<file path="config.mk">
export PLATFORM = sky130hd
export DESIGN_NAME = multi_arbiter
export DESIGN_NICKNAME = d
export VERILOG_FILES = /design/src/rtl/multi_arbiter.sv
export SDC_FILE = /design/constraint.sdc
export NUM_CORES = 1
export LEC_CHECK = 0
export CAP_MARGIN = 15
export CORE_MARGIN = 3
export CORE_UTILIZATION = 30
export CTS_CLUSTER_SIZE = 14
export DETAILED_ROUTE_END_ITERATION = 7
export GPL_TIMING_DRIVEN = 0
export PLACE_DENSITY_LB_ADDON = 0.12
export SYNTH_ARGS = -nofsm -noshare
export SYNTH_HDL_FRONTEND = slang
export SYNTH_SLANG_ARGS = --single-unit
</file>
<file path="constraint.sdc">
create_clock -name clock -period 3 [get_ports clock]
set_input_delay 0.6 -clock clock [delete_from_list [all_inputs] [get_ports clock]]
set_output_delay 0.6 -clock clock [all_outputs]
set_load 0.02 [all_outputs]
</file>
<file path="src/rtl/multi_arbiter.sv">
// Round-robin front end sharing one start/done compute unit between two
// valid/ready requesters, with a per-transaction watchdog.
module multi_arbiter #(
  parameter int W       = 32,
  parameter int TIMEOUT = 64
) (
  input  logic         clock,
  input  logic         reset,
  input  logic         req0_valid,
  output logic         req0_ready,
  input  logic [W-1:0] req0_inp,
  output logic         rsp0_valid,
  input  logic         rsp0_ready,
  input  logic         req1_valid,
  output logic         req1_ready,
  input  logic [W-1:0] req1_inp,
  output logic         rsp1_valid,
  input  logic         rsp1_ready,
  output logic [W-1:0] rsp_out,
  output logic         rsp_err,
  output logic         unit_start,
  output logic [W-1:0] unit_inp,
  input  logic         unit_done,
  input  logic [W-1:0] unit_out,
  output logic         stray_done
);

  localparam int CW = $clog2(TIMEOUT);

  typedef enum logic [1:0] {IDLE, BUSY, RESP} state_t;

  typedef struct packed {
    logic [W-1:0] data;
    logic         err;
  } rsp_t;

  state_t        state, state_nxt;
  logic          prio, owner;
  logic [CW-1:0] cnt;
  rsp_t          rsp_q;
  logic          stray_q;

  logic grant0, grant1, accept, timeout, in_resp, rsp_hs;

  // prio names the favoured requester; the other wins only when prio is idle
  assign grant0  = req0_valid && (!prio || !req1_valid);
  assign grant1  = req1_valid && ( prio || !req0_valid);
  assign accept  = reset && (state == IDLE) && (req0_valid || req1_valid);
  assign timeout = (cnt == CW'(TIMEOUT - 1));
  assign in_resp = reset && (state == RESP);
  assign rsp_hs  = in_resp && (owner ? rsp1_ready : rsp0_ready);

  assign req0_ready = accept && grant0;
  assign req1_ready = accept && grant1;
  assign unit_start = accept;
  assign unit_inp   = accept ? (grant1 ? req1_inp : req0_inp) : '0;

  assign rsp0_valid = in_resp && !owner;
  assign rsp1_valid = in_resp &&  owner;
  assign rsp_out    = in_resp ? rsp_q.data : '0;
  assign rsp_err    = in_resp && rsp_q.err;
  assign stray_done = stray_q;

  always_comb begin
    state_nxt = state;
    case (state)
      IDLE:    if (accept) state_nxt = BUSY;
      BUSY:    if (unit_done || timeout) state_nxt = RESP;
      RESP:    if (rsp_hs) state_nxt = IDLE;
      default: state_nxt = IDLE;
    endcase
  end

  always_ff @(posedge clock) begin
    if (!reset) begin
      state   <= IDLE;
      prio    <= 1'b0;
      owner   <= 1'b0;
      cnt     <= '0;
      rsp_q   <= '0;
      stray_q <= 1'b0;
    end else begin
      state <= state_nxt;
      // a done with nothing in flight (including one after an abort) is dropped
      if (unit_done && state != BUSY) stray_q <= 1'b1;
      case (state)
        IDLE: if (accept) begin
          owner <= grant1;
          cnt   <= '0;
        end
        BUSY: begin
          cnt <= cnt + CW'(1);
          if (unit_done)    rsp_q <= '{data: unit_out, err: 1'b0};
          else if (timeout) rsp_q <= '{data: '0,       err: 1'b1};
        end
        RESP: if (rsp_hs) prio <= ~owner;
        default: ;
      endcase
    end
  end

endmodule

</file>
==> flow_summary.ini, run 1 <==
[floorplanning]
die_height_um = 92.3
io_pins = 174
initial_core_util_pct = 31.8
coreArea_um2 = 7020
dieArea_um2 = 8510
rows = 30
die_x_um = 92.3

[finish]
antenna_cells = 0
layout_commonest_cell = clkdlybuf4s50_1
layout_common_cells = clkdlybuf4s50_1 (135), dfxtp_1 (44), and2_1 (36)
num-fill-cells = 641
finalNetCount = 504
area_growth_pct = 86.7
stdcell_area_um2 = 4170
layout-drive-gt1-share_pct = 15.7

[run]
drv_cap = 0

[timing]
fin_skew_ns = 0.00224
tns_ns = 0
drv_slew = 0
min_period_over_period_pct = 97.0
fmax_mhz = 344
rsz0062_at_grt = no
holdWs_ns = 0.475
worstMarginPinSlew_ns = 0.403
finalHoldViolCount = 0
setup_viol = 0
slew_headroom_pct = 72.9
min_period_ns = 2.91

[synthesis]
ys_top_cells_by_area = dfxtp_1 (39%), a22o_1 (14%), a22o_2 (13%)
synth-main-ff-cell = dfxtp_1
synth.top_cell.area_share_pct = 39.5
syn_inst = 220
seq_area_frac_synth_pct = 39.5
syn-cell-area_um2 = 2230
yosysUniqueCellTypes = 40
yosys_warnings = 0
synth_nets = 324
synth-edff-count = 0
ys_ff_latch = 44
synth_async_sr_flop_share_pct = 0
yosysTopAreaCell = dfxtp_1
syn_area_per_cell_um2 = 10.1

[cts]
cts-hold-fix-buffers = 0
post_cts_buffers = 0
cts_htree_levels = 2
cts_tree = done
cts_sinks = 44
insertion_delay_ns = 0.29
cts-buffers-inserted = 5
cts_buffer_depth = 2
cts.clk_slew.worst_paths_ns = 0.08
cts_root_buf = clkbuf_8

[pwr]
p_seq_share_pct = 45.2
p_sw_share_pct = 26.2
internal-power_w = 0.00104
clkPwrFrac_pct = 26.5
p_leak_nw = 1.88
ir_worst_vdd_uv = 302
powerDensity_nw_per_um2 = 339
p_sw_w = 0.000370
combPwrFrac_pct = 28.3

[detailed_routing]
dr.pass1.iters = 4
wl_um = 7920
drt-initial-drc-count = 97
vias = 2373
via_per_inst = 4.77
drtAntennaViolNets = 0
drc = 0
wl_per_cell_um = 15.9

[setup_path]
cp_num_buf_inv = 4
cp_cell_sequence = dlygate4sd2_1, nor3b_2, and3_1, buf_4, buf_4, clkdlybuf4s50_1
cp_common_cell = buf_4
critPathTopFamily = buffers and inverters
critPathArrivalTime_ns = 2.31
cp_slowest_cell = clkdlybuf4s50_1
required_ns = 2.40
max_stage_delay_ns = 0.62
path_max_fanout = 10
startpoint_type = input pin
path_class = input pin to primary output
end_kind = primary output

[global_routing]
grt_max_degree = 13
globalRouteTotalUtil_pct = 17.9
antenna_found_initial = 0
grt_pass1_wl_um = 12200
grt_pass1_vias = 2263
grt.overflow.total = 0

[status]
status = finished clean

[placed_design]
hpwl_um = 6340
placed_area_um2 = 4080
io_buffers = 173
gp_congestion = 0.823

[hold_path]
hold_class = flop to flop
[metrics by stage]
stage               instances  power, W  worst slack [ns]  util, %
detailed placement        489   0.00108            -0.424     58.2
floorplan                 220  0.000836             0.851        -
CTS                       497   0.00144            0.0373     59.1
global route              497   0.00149           0.00263     59.4
global placement          489   0.00107            -0.396     58.2
finish                    497   0.00141            0.0898     59.4
[registers in the layout (all words and copies together) (netlist names)]
register,count
stray_done,1
owner,1
cnt,6
state,2
rsp_q,33
prio,1
[repair_timing]
item | 4_1_cts | 5_1_grt
setup endpoints to repair | 67 | 25
hold endpoints to repair | 0 | 0
pin swaps | 0 | 0
gates resized for setup | 34 | 12
[power groups by stage]
stage	sequential, W	combinational (W)	clock (W)
3_3_place_gp	0.000651	0.000418	0
3_5_place_dp	0.000652	0.000423	0
6_report	0.000640	0.000401	0.000374
2_1_floorplan	0.000648	0.000188	0
4_1_cts	0.000639	0.000404	0.000393
5_1_grt	0.000644	0.000431	0.000416
[layout make-up]
type / count / area, µm² / area share, %
tap: 96 / 120 / 2.88
buffer: 19 / 153 / 3.66
clock buffer: 8 / 90.1 / 2.16
sequential: 44 / 881 / 21.1
timing repair buffer: 173 / 1710 / 41.1
multi-input combinational: 153 / 1190 / 28.7
inverter: 4 / 15.0 / 0.360
[cells by family after synthesis]
group | after synthesis | synth area share (%)
compound gates | 89 | 34.7
fa+ha+maj | 1 | 0.560
buf+inv | 23 | 7.23
flops | 44 | 39.5
mux | 1 | 0.448
simple gates | 62 | 17.6
[Yosys cell counts, types with 2 or more instances]
master,n
a211oi_1,3
a21oi_1,6
a22o_1,35
a22o_2,29
a311oi_1,2
a31oi_1,2
and2_1,36
and3_1,3
and3b_4,2
buf_2,2
buf_4,7
buf_6,6
clkbuf_1,3
dfxtp_1,44
inv_1,3
nand2_1,4
nand2b_1,2
nand3_1,2
nor2_1,3
o21ai_0,5
or3_1,2
[metal layers]
layer / track usage (%) / vias up / wire [µm]
li1: - / 1190 / -
met1: 22.7 / 1087 / 3310
met2: 29.4 / 89 / 3890
met3: 5.33 / 7 / 635
met4: 4.95 / 0 / 83
met5: 0 / - / 0
[worst paths after layout]
check | from | to | slack [ns] | cells after the start
hold / removal | rsp_q[29] | rsp_q[29] | 0.47 | 1
setup / recovery | reset | req0_ready | 0.09 | 6
hold reg to reg | rsp_q[29] | rsp_q[29] | 0.47 | 1
setup reg to reg | cnt[0] | rsp_q[28] | 1.40 | 5
(Power assumes the default switching activity.)
==> run 2: changes to the inputs <==
--- a/config.mk
+++ b/config.mk
@@ -8,7 +8,7 @@
 export CAP_MARGIN = 15
 export CORE_MARGIN = 3
 export CORE_UTILIZATION = 30
-export CTS_CLUSTER_SIZE = 14
+export CTS_CLUSTER_SIZE = 16
 export DETAILED_ROUTE_END_ITERATION = 7
 export GPL_TIMING_DRIVEN = 0
 export PLACE_DENSITY_LB_ADDON = 0.12
==> results of run 2 <==
No change in the layout: final DEF, timing and power equal those of run 1.
==> run 3: changes to the inputs <==
--- a/config.mk
+++ b/config.mk
@@ -6,12 +6,14 @@
 export NUM_CORES = 1
 export LEC_CHECK = 0
 export CAP_MARGIN = 15
-export CORE_MARGIN = 3
+export CORE_MARGIN = 2
 export CORE_UTILIZATION = 30
 export CTS_CLUSTER_SIZE = 16
 export DETAILED_ROUTE_END_ITERATION = 7
 export GPL_TIMING_DRIVEN = 0
 export PLACE_DENSITY_LB_ADDON = 0.12
+export SKIP_CTS_REPAIR_TIMING = 1
+export SLEW_MARGIN = 10
 export SYNTH_ARGS = -nofsm -noshare
 export SYNTH_HDL_FRONTEND = slang
 export SYNTH_SLANG_ARGS = --single-unit
==> run 3 against run 2 <==
Sequential share of layout area is 0.47 points lower. Non-clock buffer count stayed put. Routed wire length increased by 1.5%. Flip-flop and latch count unchanged. Largest power group unchanged. Combinational power grew 4%. Hold slack worse by 0.0032 ns. Worst setup slack better by 0.028 ns. Critical path type unchanged. Global-route usage rose by 0.83 points.
==> flow_summary.ini, run 3 (synthesis results as in run 1) <==
[status]
status = finished clean

[timing]
drv_slew = 0
worstMarginPinSlew_ns = 0.493
fin_skew_ns = 0.0101
holdWs_ns = 0.472
finalHoldViolCount = 0
rsz0062_at_grt = no
min_period_ns = 2.88
slew_headroom_pct = 66.8
fmax_mhz = 347
min_period_over_period_pct = 96.1
setup_viol = 0

[finish]
layout-drive-gt1-share_pct = 15.7
layout_commonest_cell = clkdlybuf4s50_1
regMostFlops = rsp_q
final_util_pct = 59.1
layout_common_cells = clkdlybuf4s50_1 (143), dfxtp_1 (44), and2_1 (36)
area_growth_pct = 90.9
num-fill-cells = 661
instances_no_fill = 500
stdcell_area_um2 = 4260
multiInputGateArea_um2 = 1190
finalNetCount = 504
top_regs = rsp_q: 33 flops, cnt: 6 flops, state: 2 flops
largest_reg_flops = 33
regArea_um2 = 881
antenna_cells = 0

[setup_path]
max_stage_delay_ns = 0.56
critPathTopFamily = buffers and inverters
path_max_fanout = 7
path_class = input pin to primary output
required_ns = 2.40
cp_slowest_cell = clkdlybuf4s50_1
end_kind = primary output
cp_cell_sequence = clkdlybuf4s50_1, nand2_1, and3_1, buf_4, a22o_1, clkdlybuf4s50_1
cp_num_buf_inv = 3
startpoint_type = input pin
critPathArrivalTime_ns = 2.28
cp_common_cell = clkdlybuf4s50_1

[cts]
cts_sinks = 44
cts_root_buf = clkbuf_8
insertion_delay_ns = 0.29
cts-buffers-inserted = 5
cts_buffer_depth = 2
cts_tree = done
cts_htree_levels = 2
cts.clk_slew.worst_paths_ns = 0.07

[global_routing]
grt_pass1_wl_um = 12400
grt.overflow.total = 0
grt_pass1_vias = 2285
globalRouteTotalUtil_pct = 18.7
grt_max_degree = 13
antenna_found_initial = 0

[detailed_routing]
vias = 2404
dr.pass1.iters = 4
drtAntennaViolNets = 0
drc = 0
via_per_inst = 4.81
wl_per_cell_um = 16.1
wl_um = 8050
drt-initial-drc-count = 80

[floorplanning]
die_x_um = 90.3
die_height_um = 90.3
rows = 31
io_pins = 174
dieArea_um2 = 8150
coreArea_um2 = 7210
initial_core_util_pct = 30.9

[pwr]
ir_worst_vdd_uv = 311
power.total_w = 0.00144
p_leak_nw = 2.10
powerDensity_nw_per_um2 = 339

[placed_design]
placed_area_um2 = 4090
gp_congestion = 0.782
io_buffers = 173
place_inst = 492
hpwl_um = 6250

[hold_path]
hold_class = flop to flop

[run]
drv_cap = 0
## run 3: final cells by class
class                   instances  area share (%)
inverters                       4           0.352
multi-input cells             153            28.0
clock buffers                   8            2.11
plain buffers                  19            3.52
repair buffers                173            42.4
flip-flops and latches         44            20.7
well taps                      99            2.91
## run 3: worst paths after layout
path              startpoint  slack [ns]     endpoint  depth (start not counted)
hold reg to reg     rsp_q[1]        0.47     rsp_q[1]                          1
setup reg to reg      cnt[0]        1.40    rsp_q[15]                          5
setup / recovery  req1_valid        0.12  unit_inp[1]                          6
hold / removal      rsp_q[1]        0.47     rsp_q[1]                          1
## run 3: per-stage QoR
step           TNS (ns)  setup WS, ns
2_1_floorplan         0         0.851
3_3_place_gp     -22.14        -0.429
3_5_place_dp     -21.33        -0.437
4_1_cts          -22.33        -0.455
5_1_grt               0        0.0391
6_report              0         0.118
## run 3: metal layers
layer / GRT usage (%) / routed length, µm / up-vias
met1: 22.7 / 3320 / 1109
li1: - / - / 1194
met3: 5.43 / 626 / 6
met5: 0 / 0 / -
met4: 4.74 / 85 / 0
met2: 32.5 / 4010 / 95
## run 3: where the power goes
part / switching, W / internal, W
combinational: 0.000163 / 0.000254
clock: 0.000198 / 0.000188
sequential: 0.0000230 / 0.000617
## run 3: worst reg2reg max path, delay by kind of cell, from the launching register on
kind	cells	cell delay, ns
flip-flops	1	0.37
adder cells (fa/ha/maj)	1	0.26
buffers and inverters	1	0.20
AND/OR/NAND/NOR	1	0.21
AO/OA/AOI/OAI	2	0.50
